<file path="src/rtl/uart_pkg.sv">
`default_nettype none
// ---------------------------------------------------------------------------
// uart_pkg : shared state encoding and output-mux select codes for UART Tx
// Revision : 1.0
// ---------------------------------------------------------------------------
package uart_pkg;

  localparam int DATA_WIDTH_DEF = 8;

  typedef enum logic [2:0] {
    IDLE   = 3'd0,
    START  = 3'd1,
    DATA   = 3'd2,
    PARITY = 3'd3,
    STOP   = 3'd4
  } state_t;

  localparam logic [1:0] SEL_STOP  = 2'b00;
  localparam logic [1:0] SEL_START = 2'b01;
  localparam logic [1:0] SEL_DATA  = 2'b10;
  localparam logic [1:0] SEL_PAR   = 2'b11;

endpackage
`default_nettype wire

</file>
<file path="src/rtl/uart_tx_ctrl_if.sv">
`default_nettype none
// ---------------------------------------------------------------------------
// uart_tx_ctrl_if : host request / Tx datapath strobes of the frame sequencer
// Revision : 1.0
// ---------------------------------------------------------------------------
interface uart_tx_ctrl_if;

  logic       Data_Valid;
  logic       PAR_EN;
  logic       Tick;
  logic       Load;
  logic       Ser_EN;
  logic [1:0] Mux_Sel;
  logic       Busy;
  logic       Done;

  modport master (
    output Data_Valid, PAR_EN, Tick,
    input  Load, Ser_EN, Mux_Sel, Busy, Done
  );

  modport slave (
    input  Data_Valid, PAR_EN, Tick,
    output Load, Ser_EN, Mux_Sel, Busy, Done
  );

endinterface
`default_nettype wire

</file>
<file path="src/rtl/uart_tx_ctrl.sv">
`default_nettype none
// ---------------------------------------------------------------------------
// uart_tx_ctrl : UART Tx frame sequencer (start, data, parity, stop slots)
// Revision : 1.0
// ---------------------------------------------------------------------------
module uart_tx_ctrl
  import uart_pkg::*;
#(
  parameter int DATA_WIDTH = DATA_WIDTH_DEF,
  parameter int CNT_W      = 4
) (
  input  logic          CLK,
  input  logic          RST,
  uart_tx_ctrl_if.slave bus
);

  localparam logic [CNT_W-1:0] LAST_BIT = CNT_W'(DATA_WIDTH - 1);

  state_t           state, state_nxt;
  logic [CNT_W-1:0] bit_cnt, bit_cnt_nxt;
  logic             par_en_q, par_en_nxt;
  logic             done_q, done_nxt;
  logic             load;
  logic             ser_en;
  logic [1:0]       mux_sel;

  always_ff @(posedge CLK or posedge RST) begin
    if (RST) begin
      state    <= IDLE;
      bit_cnt  <= '0;
      par_en_q <= 1'b0;
      done_q   <= 1'b0;
    end else begin
      state    <= state_nxt;
      bit_cnt  <= bit_cnt_nxt;
      par_en_q <= par_en_nxt;
      done_q   <= done_nxt;
    end
  end

  always_comb begin
    state_nxt   = state;
    bit_cnt_nxt = bit_cnt;
    par_en_nxt  = par_en_q;
    done_nxt    = 1'b0;
    load        = 1'b0;
    ser_en      = 1'b0;
    case (state)
      IDLE: begin
        if (bus.Data_Valid) begin
          state_nxt  = START;
          load       = 1'b1;
          par_en_nxt = bus.PAR_EN;
        end
      end
      START: begin
        if (bus.Tick) begin
          state_nxt   = DATA;
          bit_cnt_nxt = '0;
        end
      end
      DATA: begin
        // The LSB is already presented by Load, so the last data slot needs no shift.
        if (bus.Tick) begin
          if (bit_cnt == LAST_BIT) begin
            state_nxt = par_en_q ? PARITY : STOP;
          end else begin
            bit_cnt_nxt = bit_cnt + 1'b1;
            ser_en      = 1'b1;
          end
        end
      end
      PARITY: begin
        if (bus.Tick) state_nxt = STOP;
      end
      STOP: begin
        if (bus.Tick) begin
          state_nxt = IDLE;
          done_nxt  = 1'b1;
        end
      end
      default: state_nxt = IDLE;
    endcase
  end

  always_comb begin
    mux_sel = SEL_STOP;
    case (state)
      START:   mux_sel = SEL_START;
      DATA:    mux_sel = SEL_DATA;
      PARITY:  mux_sel = SEL_PAR;
      default: mux_sel = SEL_STOP;
    endcase
  end

  assign bus.Load    = load;
  assign bus.Ser_EN  = ser_en;
  assign bus.Mux_Sel = mux_sel;
  assign bus.Busy    = (state != IDLE);
  assign bus.Done    = done_q;

endmodule
`default_nettype wire

</file>
<file path="src/flat_wrapper.sv">
// flat-port wrapper written by rule: the top's interface ports become plain ports
module uart_tx_ctrl_flat import uart_pkg::*;
#(
  parameter int DATA_WIDTH = DATA_WIDTH_DEF,
  parameter int CNT_W      = 4
)
  (CLK, RST, bus_Data_Valid, bus_PAR_EN, bus_Tick, bus_Load, bus_Ser_EN, bus_Mux_Sel, bus_Busy, bus_Done);
  uart_tx_ctrl_if bus_i ();
  input  logic CLK;
  input  logic RST;
  input wire logic [$bits(bus_i.Data_Valid)-1:0] bus_Data_Valid;
  input wire logic [$bits(bus_i.PAR_EN)-1:0] bus_PAR_EN;
  input wire logic [$bits(bus_i.Tick)-1:0] bus_Tick;
  output wire logic [$bits(bus_i.Load)-1:0] bus_Load;
  output wire logic [$bits(bus_i.Ser_EN)-1:0] bus_Ser_EN;
  output wire logic [$bits(bus_i.Mux_Sel)-1:0] bus_Mux_Sel;
  output wire logic [$bits(bus_i.Busy)-1:0] bus_Busy;
  output wire logic [$bits(bus_i.Done)-1:0] bus_Done;
  assign bus_i.Data_Valid = bus_Data_Valid;
  assign bus_i.PAR_EN = bus_PAR_EN;
  assign bus_i.Tick = bus_Tick;
  assign bus_Load = bus_i.Load;
  assign bus_Ser_EN = bus_i.Ser_EN;
  assign bus_Mux_Sel = bus_i.Mux_Sel;
  assign bus_Busy = bus_i.Busy;
  assign bus_Done = bus_i.Done;
  uart_tx_ctrl #(.DATA_WIDTH(DATA_WIDTH), .CNT_W(CNT_W)) u_core (.CLK(CLK), .RST(RST), .bus(bus_i));
endmodule
</file>
<file path="config.mk">
export PLATFORM = sky130hd
export DESIGN_NAME = uart_tx_ctrl_flat
export DESIGN_NICKNAME = d
export VERILOG_FILES = /design/src/rtl/uart_pkg.sv /design/src/rtl/uart_tx_ctrl_if.sv /design/src/rtl/uart_tx_ctrl.sv /design/src/flat_wrapper.sv
export SDC_FILE = /design/constraint.sdc
export NUM_CORES = 1
export LEC_CHECK = 0
export ABC_AREA = 0
export CAP_MARGIN = 25
export CORE_AREA = 2 2 39 41
export CTS_CLUSTER_DIAMETER = 40
export CTS_CLUSTER_SIZE = 20
export DETAILED_ROUTE_END_ITERATION = 8
export DIE_AREA = 0 0 41 43
export HOLD_SLACK_MARGIN = 0.08
export MAX_ROUTING_LAYER = met4
export PLACE_DENSITY = 0.7
export SLEW_MARGIN = 20
export SYNTH_ARGS = -nofsm -noshare
export SYNTH_HDL_FRONTEND = slang
export SYNTH_SLANG_ARGS = --single-unit
</file>
<file path="constraint.sdc">
create_clock -name CLK -period 1.6 [get_ports CLK]
set_input_delay 0.32 -clock CLK [delete_from_list [all_inputs] [get_ports CLK]]
set_output_delay 0.32 -clock CLK [all_outputs]
set_load 0.02 [all_outputs]
</file>
==> run summary <==
placed insts: 88
clock tree buffer depth: 2
syn_area_per_cell: 10.5 sq um
Syn-to-layout area delta: 58.1%
Critical Path RT: 1.28 ns
row cnt: 14
Buf/Inv on CP: 3
Clock transition at path regs: 0.07 ns
top cell type by total area after synthesis: dfrtp_1
peak supply drop: 0.814 mV
initial antenna violation count: 0
Final ANT Viol Nets: 0
Max-Cap Viols: 0
Slew @ Worst Pin: 0.349 ns
sequential fraction of the synthesis area: 44.7%
status: finished with violations
WHS: 0.308 ns
Setup WS post-layout: -0.0466 ns
Synth Register Bits: 9
first-pass GRT wire length: 1840 um
layout cells sized above 1: 40.5%
Die ar.: 1760 sq um
CP top delay family: buffers and inverters
ANT cells: 0
GRT Total Usage: 17.2%
CP max stage delay: 0.47 ns
final cell count without fillers: 95
fmax: 0.607 GHz
Die W: 41 um
relative slew slack: 76.7%
grt total ovfl: 0
final setup skew: 0.00159 ns
cells after synthesis: 48
Leak: 0.399 nW
top cells by area, synth: dfrtp_1 (45%), mux2i_1 (7.9%), inv_1 (3.7%)
Final period util: 103%
die height: 43 um
vias in the first global route: 450
Worst Setup Start Kind: primary input
Cell Chain, Critical Path: clkdlybuf4s50_1 > and4bb_2 > nand2b_4 > inv_2 > buf_6
CTS tree: yes
Setup-failing EPs final: 1
Initial Util: 36.4%
Worst EP arrival: 1.33 ns
Worst Setup Path Type: in -> out
first-pass iteration count of the detailed router: 3
async set-reset flop share out of synthesis: 100%
via count: 483
DP Worst Slack: -0.500 ns
Reg2Reg Setup Slack: 0.22 ns
worst skew pair latency: 0.27 ns
setup_tns: -0.0466 ns
final wirelength: 1210 um
Tmin final: 1.65 ns
Yosys top cell area share: 44.7%
gpl congestion: 0.800
Final #Nets: 86
clk root buf: clkbuf_4
worst-path fanout max: 3
Clock Sinks: 9
Hold Fails Final Rpt: 0
failing checks: setup timing
post-DR wirelength/cell: 12.7 um
Num CTS Buffers: 3
PD cells: 1870 nW/um^2
crit end category: output port
vias per cell: 5.08
ys flop type: dfrtp_1
EDFF count, synth: 0
initial DRC count: 9
library cells used by synthesis: 25
largest net degree at the start of global routing: 10
htree depth: 1
top-level port count: 11
Yosys warning total: 0
port bufs: 10
total power: 1.49 mW
core area: 1380 sq um
RSZ-0062 raised after global routing: true
Slew Limit Fails: 0
hpwl dp: 823 um
min-delay worst type: in -> async
DRC: 0
Crit-path slowest cell: clkdlybuf4s50_1
Post-Syn Nets: 54
Post-Syn Area: 504 sq um
[synth_stat cells (all sizes together), types with 2 or more instances]
library cell	n
nor2b	2
nand4	2
mux2i	4
nand2	4
or3	2
inv	5
nand2b	3
dfrtp	9
[cells by family after synthesis]
kind of cell | count (synthesis) | synth area share (%)
adder cells (fa/ha/maj) | 1 | 2.48
AND/OR/NAND/NOR | 21 | 29.5
AO/OA/AOI/OAI | 6 | 8.44
buffers and inverters | 6 | 4.71
flip-flops | 9 | 44.7
multiplexers | 5 | 10.2
[path summary, 6_finish.rpt]
| kind | start | to | cells past startpoint |
|---|---|---|---|
| hold / removal | RST | u_core.bit_cnt[2] | 2 |
| max in group asynchronous | RST | u_core.state[1] | 2 |
| hold reg to reg | u_core.par_en_q | u_core.par_en_q | 1 |
| setup reg to reg | u_core.bit_cnt[0] | u_core.bit_cnt[0] | 6 |
| setup / recovery | bus_Tick | bus_Ser_EN | 5 |
| min in group CLK | u_core.par_en_q | u_core.par_en_q | 1 |
[cell usage in the layout, fill, tap and decap left out, drive strengths merged, types with 2 or more instances in the layout]
cell type | synthesis | layout
nand4 | 2 | 2
nand2b | 3 | 3
nor2b | 2 | 2
mux2i | 4 | 4
clkdlybuf4s50 | 0 | 5
buf | 1 | 22
nand2 | 4 | 4
dfrtp | 9 | 9
clkbuf | 0 | 4
or3 | 2 | 2
inv | 5 | 5
[per-layer routing]
layer / vias up / global-route usage (%) / wire length [um]
met1: 230 / 16.9 / 453
met5: - / - / 0
li1: 235 / - / -
met3: 5 / 6.28 / 61
met2: 13 / 26.6 / 659
met4: 0 / 12.0 / 36
[metrics by stage]
step | utilization [%] | area [sq um]
after global placement | 52.9 | 732
after detailed placement | 52.9 | 732
after global routing | 57.6 | 797
after CTS | 56.2 | 778
after floorplan | - | 504
final | 57.6 | 797
[timing repair]
action	in CTS	in global routing
resized for setup	27	4
endpoints found under the setup margin	5	5
hold buffers	0	0
buffers inserted	2	1
pin swaps	2	1
[sequential cells by signal (all words and copies together) (netlist names)]
name / cells
u_core.bit_cnt: 4
u_core.state: 3
u_core.bus.Done: 1
u_core.par_en_q: 1
[final cells by class]
cell class	count	area [sq um]
inverter	5	18.8
fill	132	587
timing repair buffer	28	236
multi-input combinational	33	270
tap	16	20.0
sequential	9	225
clock buffer	4	26.3
[where the power goes]
part	switching, mW	leakage [nW]	internal [mW]	total [mW]
clock network	0.0908	0.0150	0.0967	0.187
registers	0.0787	0.113	0.322	0.401
logic	0.391	0.271	0.512	0.903
Power figures use the tool's default switching activity.
